<file path="src/rtl/apb_master_pkg.sv">
// Shared types and default widths for the APB master slice.
package apb_master_pkg;

  localparam int unsigned DEFAULT_DATA_WIDTH     = 32;
  localparam int unsigned DEFAULT_ADDR_WIDTH     = 32;
  localparam int unsigned DEFAULT_TIMEOUT_CYCLES = 16;

  typedef enum logic [1:0] {
    IDLE   = 2'd0,
    SETUP  = 2'd1,
    ACCESS = 2'd2
  } apb_state_e;

endpackage

</file>
<file path="src/rtl/apb_timeout_counter.sv">
// Counts ACCESS wait cycles; expire is asserted on the wait cycle that reaches LIMIT.
module apb_timeout_counter #(
  parameter int unsigned LIMIT = 16
) (
  input  logic clk,
  input  logic rst,
  input  logic clr,
  input  logic inc,
  output logic expire
);

  localparam int unsigned CW = $clog2(LIMIT + 1);

  logic [CW-1:0] cnt;

  assign expire = inc && (cnt == CW'(LIMIT - 1));

  always_ff @(posedge clk) begin
    if (rst || clr) begin
      cnt <= '0;
    end else if (inc) begin
      cnt <= cnt + CW'(1);
    end
  end

endmodule

</file>
<file path="src/rtl/apb_master.sv">
// Command-to-APB bridge: one transfer at a time, registered outputs.
// Optional PREADY timeout abort enabled by defining APB_MASTER_TIMEOUT_EN.
module apb_master
  import apb_master_pkg::*;
#(
  parameter int unsigned DATA_WIDTH     = DEFAULT_DATA_WIDTH,
  parameter int unsigned ADDR_WIDTH     = DEFAULT_ADDR_WIDTH,
  parameter int unsigned TIMEOUT_CYCLES = DEFAULT_TIMEOUT_CYCLES
) (
  input  logic                  PCLK,
  input  logic                  PRESET,
  input  logic                  cmd_valid,
  output logic                  cmd_ready,
  input  logic                  cmd_write,
  input  logic [ADDR_WIDTH-1:0] cmd_addr,
  input  logic [DATA_WIDTH-1:0] cmd_wdata,
  output logic                  rsp_valid,
  output logic [DATA_WIDTH-1:0] rsp_rdata,
  output logic                  rsp_slverr,
  output logic                  rsp_timeout,
  output logic                  PSELx,
  output logic                  PENABLE,
  output logic [ADDR_WIDTH-1:0] PADDR,
  output logic                  PWRITE,
  output logic [DATA_WIDTH-1:0] PWDATA,
  input  logic                  PREADY,
  input  logic [DATA_WIDTH-1:0] PRDATA,
  input  logic                  PSLVERR
);

  apb_state_e state, state_nxt;
  logic       accept;
  logic       done;
  logic       abort;

  assign accept = cmd_valid && cmd_ready;
  assign done   = (state == ACCESS) && PREADY;

`ifdef APB_MASTER_TIMEOUT_EN
  logic expire;

  apb_timeout_counter #(
    .LIMIT(TIMEOUT_CYCLES)
  ) u_timeout (
    .clk   (PCLK),
    .rst   (PRESET),
    .clr   (accept),
    .inc   ((state == ACCESS) && !PREADY),
    .expire(expire)
  );

  assign abort = expire;
`else
  assign abort       = 1'b0;
  assign rsp_timeout = 1'b0;
`endif

  always_comb begin
    state_nxt = state;
    unique case (state)
      IDLE:    if (accept) state_nxt = SETUP;
      SETUP:   state_nxt = ACCESS;
      ACCESS:  if (PREADY || abort) state_nxt = IDLE;
      default: state_nxt = IDLE;
    endcase
  end

  // Bus controls are registered from the next state so they line up with it.
  always_ff @(posedge PCLK) begin
    if (PRESET) begin
      state      <= IDLE;
      cmd_ready  <= 1'b1;
      PSELx      <= 1'b0;
      PENABLE    <= 1'b0;
      PADDR      <= '0;
      PWRITE     <= 1'b0;
      PWDATA     <= '0;
      rsp_valid  <= 1'b0;
      rsp_rdata  <= '0;
      rsp_slverr <= 1'b0;
    end else begin
      state     <= state_nxt;
      cmd_ready <= (state_nxt == IDLE);
      PSELx     <= (state_nxt != IDLE);
      PENABLE   <= (state_nxt == ACCESS);
      rsp_valid <= done || abort;
      if (accept) begin
        PADDR  <= cmd_addr;
        PWRITE <= cmd_write;
        if (cmd_write) PWDATA <= cmd_wdata;
      end
      if (done) begin
        rsp_rdata  <= PWRITE ? '0 : PRDATA;
        rsp_slverr <= PSLVERR;
      end else if (abort) begin
        rsp_rdata  <= '0;
        rsp_slverr <= 1'b1;
      end
    end
  end

`ifdef APB_MASTER_TIMEOUT_EN
  always_ff @(posedge PCLK) begin
    if (PRESET) begin
      rsp_timeout <= 1'b0;
    end else if (done || abort) begin
      rsp_timeout <= abort;
    end
  end
`endif

endmodule

</file>
<file path="config.mk">
export PLATFORM = sky130hd
export DESIGN_NAME = apb_master
export DESIGN_NICKNAME = d
export VERILOG_FILES = /design/src/rtl/apb_master_pkg.sv /design/src/rtl/apb_timeout_counter.sv /design/src/rtl/apb_master.sv
export SDC_FILE = /design/constraint.sdc
export NUM_CORES = 1
export LEC_CHECK = 0
export ABC_AREA = 0
export BUFFER_PORTS_ARGS = -buffer_cell sky130_fd_sc_hd__buf_4
export CORE_MARGIN = 5
export CORE_UTILIZATION = 40
export DETAILED_ROUTE_END_ITERATION = 10
export GPL_TIMING_DRIVEN = 0
export MAX_ROUTING_LAYER = met4
export PLACE_DENSITY = 0.76
export SLEW_MARGIN = 20
export SYNTH_ARGS = -nofsm -noshare
export SYNTH_HDL_FRONTEND = slang
export SYNTH_SLANG_ARGS = --single-unit
</file>
<file path="constraint.sdc">
create_clock -name PCLK -period 1.1 [get_ports PCLK]
set_clock_uncertainty 0.15 [all_clocks]
set_input_delay 0.055 -clock PCLK [delete_from_list [all_inputs] [get_ports PCLK]]
set_output_delay 0.055 -clock PCLK [all_outputs]
set_load 0.02 [all_outputs]
</file>
==> impl_metrics.csv, run 1 <==
group,metric,value,unit
route,drtPass1Iterations,7,
global_routing,grt_usage,25.62,%
cells_and_area,final_util,85.93,%
logic_synthesis,yosysTopAreaCell,"dfxtp_1",
logic_synthesis,synthCells,448,
global_routing,grt_pass1_wl,22500,um
setup_path,crit_type,"reg -> reg",
setup_path,critPathArrivalTime,1.47,ns
die,rows,35,
die,dieHeight,105.9,um
sta,finalWorstSetupSlack,-0.2573,ns
setup_path,critPathLaunchType,"flip-flop",
clocking,insertion_delay,0.34,ns
setup_path,reg2reg_to,"PWDATA[8]",
route,wl,18320,um
setup_path,reg2reg_depth,5,
route,drt_iter0_drc,237,
power_and_ir_drop,p_leak,3.396,nW
die,ioPinCount,205,
logic_synthesis,post_synth.cell_area_avg,8.219,um^2
global_routing,grt_max_degree,17,
sta,final_hold_viol_count,6,
route,vias,4692,
placement,dp_hpwl,8742,um
cells_and_area,fill_cells,423,
setup_path,end_kind,"flip-flop",
setup_path,r2r-start,"cmd_ready",
power_and_ir_drop,p_clk_share,24.8,%
clocking,clk_path_buf_depth,2,
global_routing,antenna_found_initial,1,
logic_synthesis,yosys_register_bits,104,
clocking,cts.sinks,104,
outcome,violations,"negative hold slack, negative setup slack",
route,drc,0,
sta,max_freq,736.8,MHz
sta,slew_violations,0,
setup_path,required,1.22,ns
global_routing,overflow,0,
placement,dp_slack,-0.2972,ns
min_path,whs_endpoint,"state[0]",
route,antenna_left,0,
logic_synthesis,syn_area,3682,um^2
clocking,holdBufCountCts,98,
route,wl_per_cell,20.28,um
cells_and_area,nets,889,
route,via_per_inst,5.196,
power_and_ir_drop,p_total,8.672,mW
power_and_ir_drop,ir_drop,0.8281,mV
die,dieArea,11220,um^2
setup_path,worstPathMaxFanout,7,
clocking,htreeDepth,3,
die,die_w,105.9,um
outcome,status,"finished, violations left",
logic_synthesis,synth_top_flop_cell,"dfxtp_1",
clocking,cts_buffers,9,
clocking,clockRootBuffer,"clkbuf_8",
min_path,min-delay-start,"cmd_valid",
logic_synthesis,yosys_warnings,0,
min_path,hold_path_depth,3,
logic_synthesis,yosys.area.top_type_share,56.54,%
power_and_ir_drop,seq_power_share,47.4,%
logic_synthesis,synthTopCellsByCount,"163 x nand2_1, 104 x dfxtp_1, 99 x a21oi_1, 33 x nand3b_1, 16 x clkbuf_1",
sta,maxSlewHeadroom,45.82,%
placement,gp_congestion,0.7922,
sta,fin_crit,1.357,ns
power_and_ir_drop,p_sw,2.600,mW
power_and_ir_drop,p_int,6.072,mW
sta,fin_crit_sh,123.4,%
logic_synthesis,ys_async_sr_fraction,0,%
min_path,hp-class,"in -> reg",
power_and_ir_drop,pwr-share-comb,27.8,%
setup_path,rrSetupSlack,-0.26,ns
sta,holdWs,-0.08698,ns
global_routing,grt_pass1_vias,4570,
die,start_util,40.43,%
clocking,clk_pin_slew_worst_paths,0.09,ns
logic_synthesis,synth_most_common_cell,"nand2_1",
logic_synthesis,ys_top_cells_by_area,"dfxtp_1 57%, nand2_1 17%, a21oi_1 13%, nand3b_1 6.7%, buf_2 1.9%",
clocking,cts_tree,"yes",
power_and_ir_drop,switching_share,29.98,%
logic_synthesis,synth_cell_types,19,
placement,io_buffers,203,
sta,worst-slew-pin-transition,0.8127,ns
sta,finalSetupViolations,104,
job,drv_cap,0,
logic_synthesis,synth_edf_count,0,
power_and_ir_drop,p_per_area,1108,nW/um^2
die,core,9109,um^2
cells_and_area,syn2layout_area_growth,112.6,%
logic_synthesis,synth_nets,550,
cells_and_area,drive_gt1_share,58.28,%
sta,rsz0062_at_grt,"true",
logic_synthesis,ys_seq_area_share,56.54,%
[registers in the layout, summed over array words and instances (netlist names)]
name,flops
rsp_valid,1
rsp_rdata,32
rsp_slverr,1
PWDATA,32
PADDR,32
PSELx,1
PENABLE,1
cmd_ready,1
state,2
PWRITE,1
[final cells by class]
class                           instances  area, um^2  area share [%]
Timing Repair Buffer                  331        2887           36.88
Multi-Input combinational cell        308        2171           27.73
Sequential cell                       104        2147           27.43
Buffer                                 33       309.0           3.948
Clock buffer                           11       141.4           1.806
Tap cell                              111       138.9           1.774
Clock inverter                          4       31.28          0.3996
Antenna cell                            1       2.502         0.03197
[per-layer routing]
layer  part of all wire, %  routed length (um)  global-route usage [%]  up-vias
met2                    51                9426                   44.81      253
met1                    36                6641                   28.42     2235
met3                   8.1                1483                   5.404       66
met5                     0                   0                       -        -
li1                      -                   -                       -     2138
met4                   4.2                 764                   10.64        0
[stage by stage]
stage / hold slack [ns] / cell area [um^2] / setup TNS (ns) / std cells
finish: -0.08698 / 7828 / -17.13 / 903
global route: -0.09147 / 7828 / -22.21 / 903
CTS: -0.1429 / 6950 / -11.45 / 891
detailed placement: 0.1022 / 5448 / -19.11 / 762
global placement: 0.09309 / 5448 / -17.21 / 762
floorplan: -0.02312 / 3785 / -2.933 / 448
[cell families (layout without fill, tap and decap cells)]
family	after synthesis	in the layout	share of synthesized area, %
other	1	2	0.1018
flip-flops	104	104	56.54
AND/OR/NAND/NOR	207	207	25.11
buffers and inverters	36	379	4.553
AO/OA/AOI/OAI	100	100	13.69
[cells in the final DEF (no fill, tap or decap)]
| cell | instances |
|---|---|
| clkbuf_16 | 3 |
| nand3b_1 | 33 |
| or2_1 | 1 |
| a21oi_4 | 1 |
| nand2_1 | 94 |
| nand2_4 | 48 |
| clkbuf_8 | 12 |
| nand2b_1 | 1 |
| nor4_4 | 1 |
| nor2_1 | 3 |
| dfxtp_1 | 56 |
| dfxtp_2 | 46 |
| clkbuf_1 | 12 |
| nand2_8 | 1 |
| conb_1 | 1 |
| clkinvlp_4 | 3 |
| diode_2 | 1 |
| a21oi_1 | 28 |
| buf_1 | 2 |
| dfxtp_4 | 2 |
| dlygate4sd3_1 | 98 |
| nand2_2 | 20 |
| buf_12 | 1 |
| and2_4 | 1 |
| buf_4 | 205 |
| buf_2 | 1 |
| buf_6 | 31 |
| buf_8 | 10 |
| and3b_1 | 1 |
| clkinv_4 | 1 |
| a21oi_2 | 71 |
| and3_4 | 1 |
| nand3_4 | 1 |
| or3b_4 | 1 |
[critical path, stage by stage, from the launching register on]
cell and delay (ns):
dfxtp_4 0.37, and3_4 0.27, buf_6 0.13, buf_8 0.14
nand2_2 0.06, a21oi_2 0.16
[power groups by stage]
stage               clock (mW)  combinational [mW]  sequential [mW]
floorplan                    0               0.489             4.35
global placement             0                1.40             4.14
detailed placement           0                1.42             4.14
CTS                       2.18                1.90             4.06
global route              2.35                2.52             4.13
finish                    2.15                2.41             4.11
[how the worst max path moves through the flow]
stage               depth (start not counted)  slack [ns]             to       from
finish                                      5       -0.26      PWDATA[8]  cmd_ready
global route                                5       -0.32      PADDR[19]  cmd_ready
floorplan                                   3       -0.05      cmd_ready   state[1]
CTS                                         5       -0.18   rsp_rdata[4]   state[0]
global placement                            4       -0.26  rsp_rdata[30]   state[0]
detailed placement                          4       -0.30  rsp_rdata[14]   state[0]
[repair_timing]
item                                    in CTS  in global routing
gates resized for setup                     56                244
pin swaps                                   18                 87
hold endpoints to repair                   102                  5
cloned                                       8                  4
endpoints found under the setup margin     101                132
buffers inserted                            10                 10
(Power assumes the default switching activity.)
==> run 2: changes to the inputs <==
--- a/config.mk
+++ b/config.mk
@@ -5,14 +5,15 @@
 export SDC_FILE = /design/constraint.sdc
 export NUM_CORES = 1
 export LEC_CHECK = 0
-export ABC_AREA = 0
+export ABC_AREA = 1
 export BUFFER_PORTS_ARGS = -buffer_cell sky130_fd_sc_hd__buf_4
 export CORE_MARGIN = 5
-export CORE_UTILIZATION = 40
+export CORE_UTILIZATION = 42
+export CTS_CLUSTER_DIAMETER = 50
 export DETAILED_ROUTE_END_ITERATION = 10
 export GPL_TIMING_DRIVEN = 0
 export MAX_ROUTING_LAYER = met4
-export PLACE_DENSITY = 0.76
+export PLACE_DENSITY = 0.77
 export SLEW_MARGIN = 20
 export SYNTH_ARGS = -nofsm -noshare
 export SYNTH_HDL_FRONTEND = slang
==> impl_metrics.csv, run 2 <==
group,metric,value,unit
job,drv_cap,0,
setup_path,critPathLaunchType,"flip-flop",
route,wl,15580,um
clocking,clockRootBuffer,"clkbuf_8",
route,wl_per_cell,14.06,um
logic_synthesis,synth_cell_types,16,
sta,fin_crit_sh,112.6,%
cells_and_area,fin_area,7710,um^2
sta,final_hold_viol_count,0,
clocking,htreeDepth,3,
logic_synthesis,yosys.area.top_type_share,48.68,%
placement,dp_cells,982,
sta,fin_crit,1.238,ns
sta,rsz0062_at_grt,"true",
route,drtPass1Iterations,4,
logic_synthesis,yosys_warnings,0,
setup_path,crit_type,"reg -> reg",
logic_synthesis,yosysTopAreaCell,"dfxtp_1",
clocking,cts_buffers,9,
global_routing,antenna_found_initial,2,
setup_path,worstPathMaxFanout,10,
route,antenna_left,0,
logic_synthesis,synth_most_common_cell,"nor2_1",
clocking,clk_path_buf_depth,2,
global_routing,grt_pass1_wl,23980,um
clocking,clk_pin_slew_worst_paths,0.10,ns
setup_path,critPathArrivalTime,1.34,ns
route,wl_met3,900,um
setup_path,path_cells,"nand3_4 -> buf_12 -> buf_12 -> nor2_1 -> nor2_1",
logic_synthesis,yosys_register_bits,104,
global_routing,grt_usage,24.32,%
logic_synthesis,synthTopCellsByCount,"231 x nor2_1, 135 x nand2_1, 104 x dfxtp_1, 99 x inv_1, 23 x o21ai_0",
logic_synthesis,ys_seq_area_share,48.68,%
logic_synthesis,synth_nets,748,
cells_and_area,nets,1071,
die,start_util,43.35,%
placement,place_area,6001,um^2
logic_synthesis,syn_area,4277,um^2
cells_and_area,final_util,78.16,%
power_and_ir_drop,ir_drop,0.8164,mV
cells_and_area,largestRegisters,"PADDR: 32 flops, PWDATA: 32 flops, rsp_rdata: 32 flops",
setup_path,crit_slowest_cell,"dfxtp_4",
route,wl_met1,5660,um
setup_path,cpPeakStageDelay,0.39,ns
setup_path,required,1.20,ns
route,via_per_inst,4.519,
die,core,9864,um^2
cells_and_area,drive_gt1_share,39.16,%
global_routing,grt_pass1_vias,5049,
logic_synthesis,synthCells,646,
outcome,status,"finished, violations left",
route,vias,5007,
cells_and_area,syn2layout_area_growth,80.28,%
die,ioPinCount,205,
sta,finalWorstSetupSlack,-0.1383,ns
clocking,insertion_delay,0.35,ns
cells_and_area,mostFrequentLayoutCells,"215 x buf_4, 181 x nor2_1, 111 x nand2_1, 99 x inv_1, 98 x dlygate4sd3_1",
global_routing,overflow,0,
route,drt_iter0_drc,249,
logic_synthesis,synth_top_flop_cell,"dfxtp_1",
cells_and_area,fin_cells,1108,
placement,dp_slack,-0.1656,ns
clocking,cts.sinks,104,
sta,holdWs,0.03146,ns
die,dieHeight,110.9,um
route,route.met2.wl,8455,um
placement,gp_congestion,0.8291,
clocking,cts_tree,"yes",
placement,io_buffers,203,
logic_synthesis,ys_async_sr_fraction,0,%
min_path,hp-class,"in -> reg",
logic_synthesis,post_synth.cell_area_avg,6.620,um^2
route,drc,0,
die,die_w,110.9,um
die,dieArea,12300,um^2
die,rows,36,
power_and_ir_drop,p_leak,4.069,nW
sta,finalSetupViolations,81,
cells_and_area,final_common_cell,"buf_4",
sta,slew_violations,0,
setup_path,end_kind,"flip-flop",
logic_synthesis,synth_edf_count,0,
outcome,violations,"negative setup slack",
global_routing,grt_max_degree,17,
sta,max_freq,807.6,MHz
setup_path,path_delay_family,"flip-flops",
route,top_layer,"met4",
logic_synthesis,ys_top_cells_by_area,"dfxtp_1 49%, nor2_1 20%, nand2_1 12%, inv_1 8.7%, o21ai_0 2.7%",
placement,dp_hpwl,9592,um
power_and_ir_drop,p_per_area,1174,nW/um^2
setup_path,critPathBufInv,2,
setup_path,rrSetupSlack,-0.14,ns
run 2: cell count changes after synthesis, sizes merged, moves of 14 or more:
cell    previous run  this run
nor2               3       231
o21ai              0        32
clkbuf            16         2
nand3b            33         0
a21oi            100         1
inv                0       102
nand2            163       136
run 2: final timing paths:
check                           startpoint          to  cells after the start
worst min-delay path             cmd_valid   PADDR[31]                      4
worst max-delay path             cmd_ready  PWDATA[12]                      5
worst max register to register   cmd_ready  PWDATA[12]                      5
worst min register to register   PADDR[17]   PADDR[17]                      2
run 2: through the flow:
step           power, mW  setup TNS, ns
2_1_floorplan      5.329              0
4_1_cts            8.811         -3.591
5_1_grt            9.484         -10.40
6_report           9.050         -5.300
3_5_place_dp       6.246         -7.750
3_3_place_gp       6.191         -5.160
run 2: area by class of cell:
class | instances | area (um^2)
Timing Repair Buffer | 312 | 2623
Fill cell | 664 | 2155
Sequential cell | 104 | 2125
Multi-Input combinational cell | 405 | 1861
Inverter | 102 | 387.9
Buffer | 35 | 361.6
Tap cell | 133 | 166.4
Clock buffer | 11 | 152.6
Clock inverter | 4 | 28.78
Antenna cell | 2 | 5.005
run 2: what timing repair did:
item | CTS | global route
hold buffers | 99 | 0
setup endpoints to repair | 95 | 128
buffers inserted | 6 | 1
pin swaps | 0 | 8
hold endpoints to repair | 104 | 0
gates resized for setup | 40 | 135
cloned | 2 | 1
run 2: tightest hold or removal path, delay by kind of cell:
family,cells,cell delay [ns]
AO/OA/AOI/OAI,1,0.17
buffers and inverters,1,0.12
AND/OR/NAND/NOR,2,0.14
run 2: kinds of logic (layout without fill, tap and decap cells):
kind of cell | Yosys count | count (layout) | synth area share [%]
buf+inv | 137 | 464 | 14.51
compound gates | 33 | 33 | 3.862
simple gates | 371 | 371 | 32.86
flops | 104 | 104 | 48.68
other cells | 1 | 3 | 0.08769
run 2: power by group:
| part | switching (mW) | leakage, nW | internal, mW | total [mW] |
|---|---|---|---|---|
| sequential | 0.165 | 0.866 | 4.06 | 4.23 |
| combinational | 1.32 | 3.12 | 1.26 | 2.58 |
| clock | 1.29 | 0.0865 | 0.952 | 2.24 |
run 2: metal layers:
metal,track usage (%),vias to the layer above
met5,-,-
met1,24.55,2280
li1,-,2509
met2,44.66,172
met3,5.076,46
met4,11.41,0
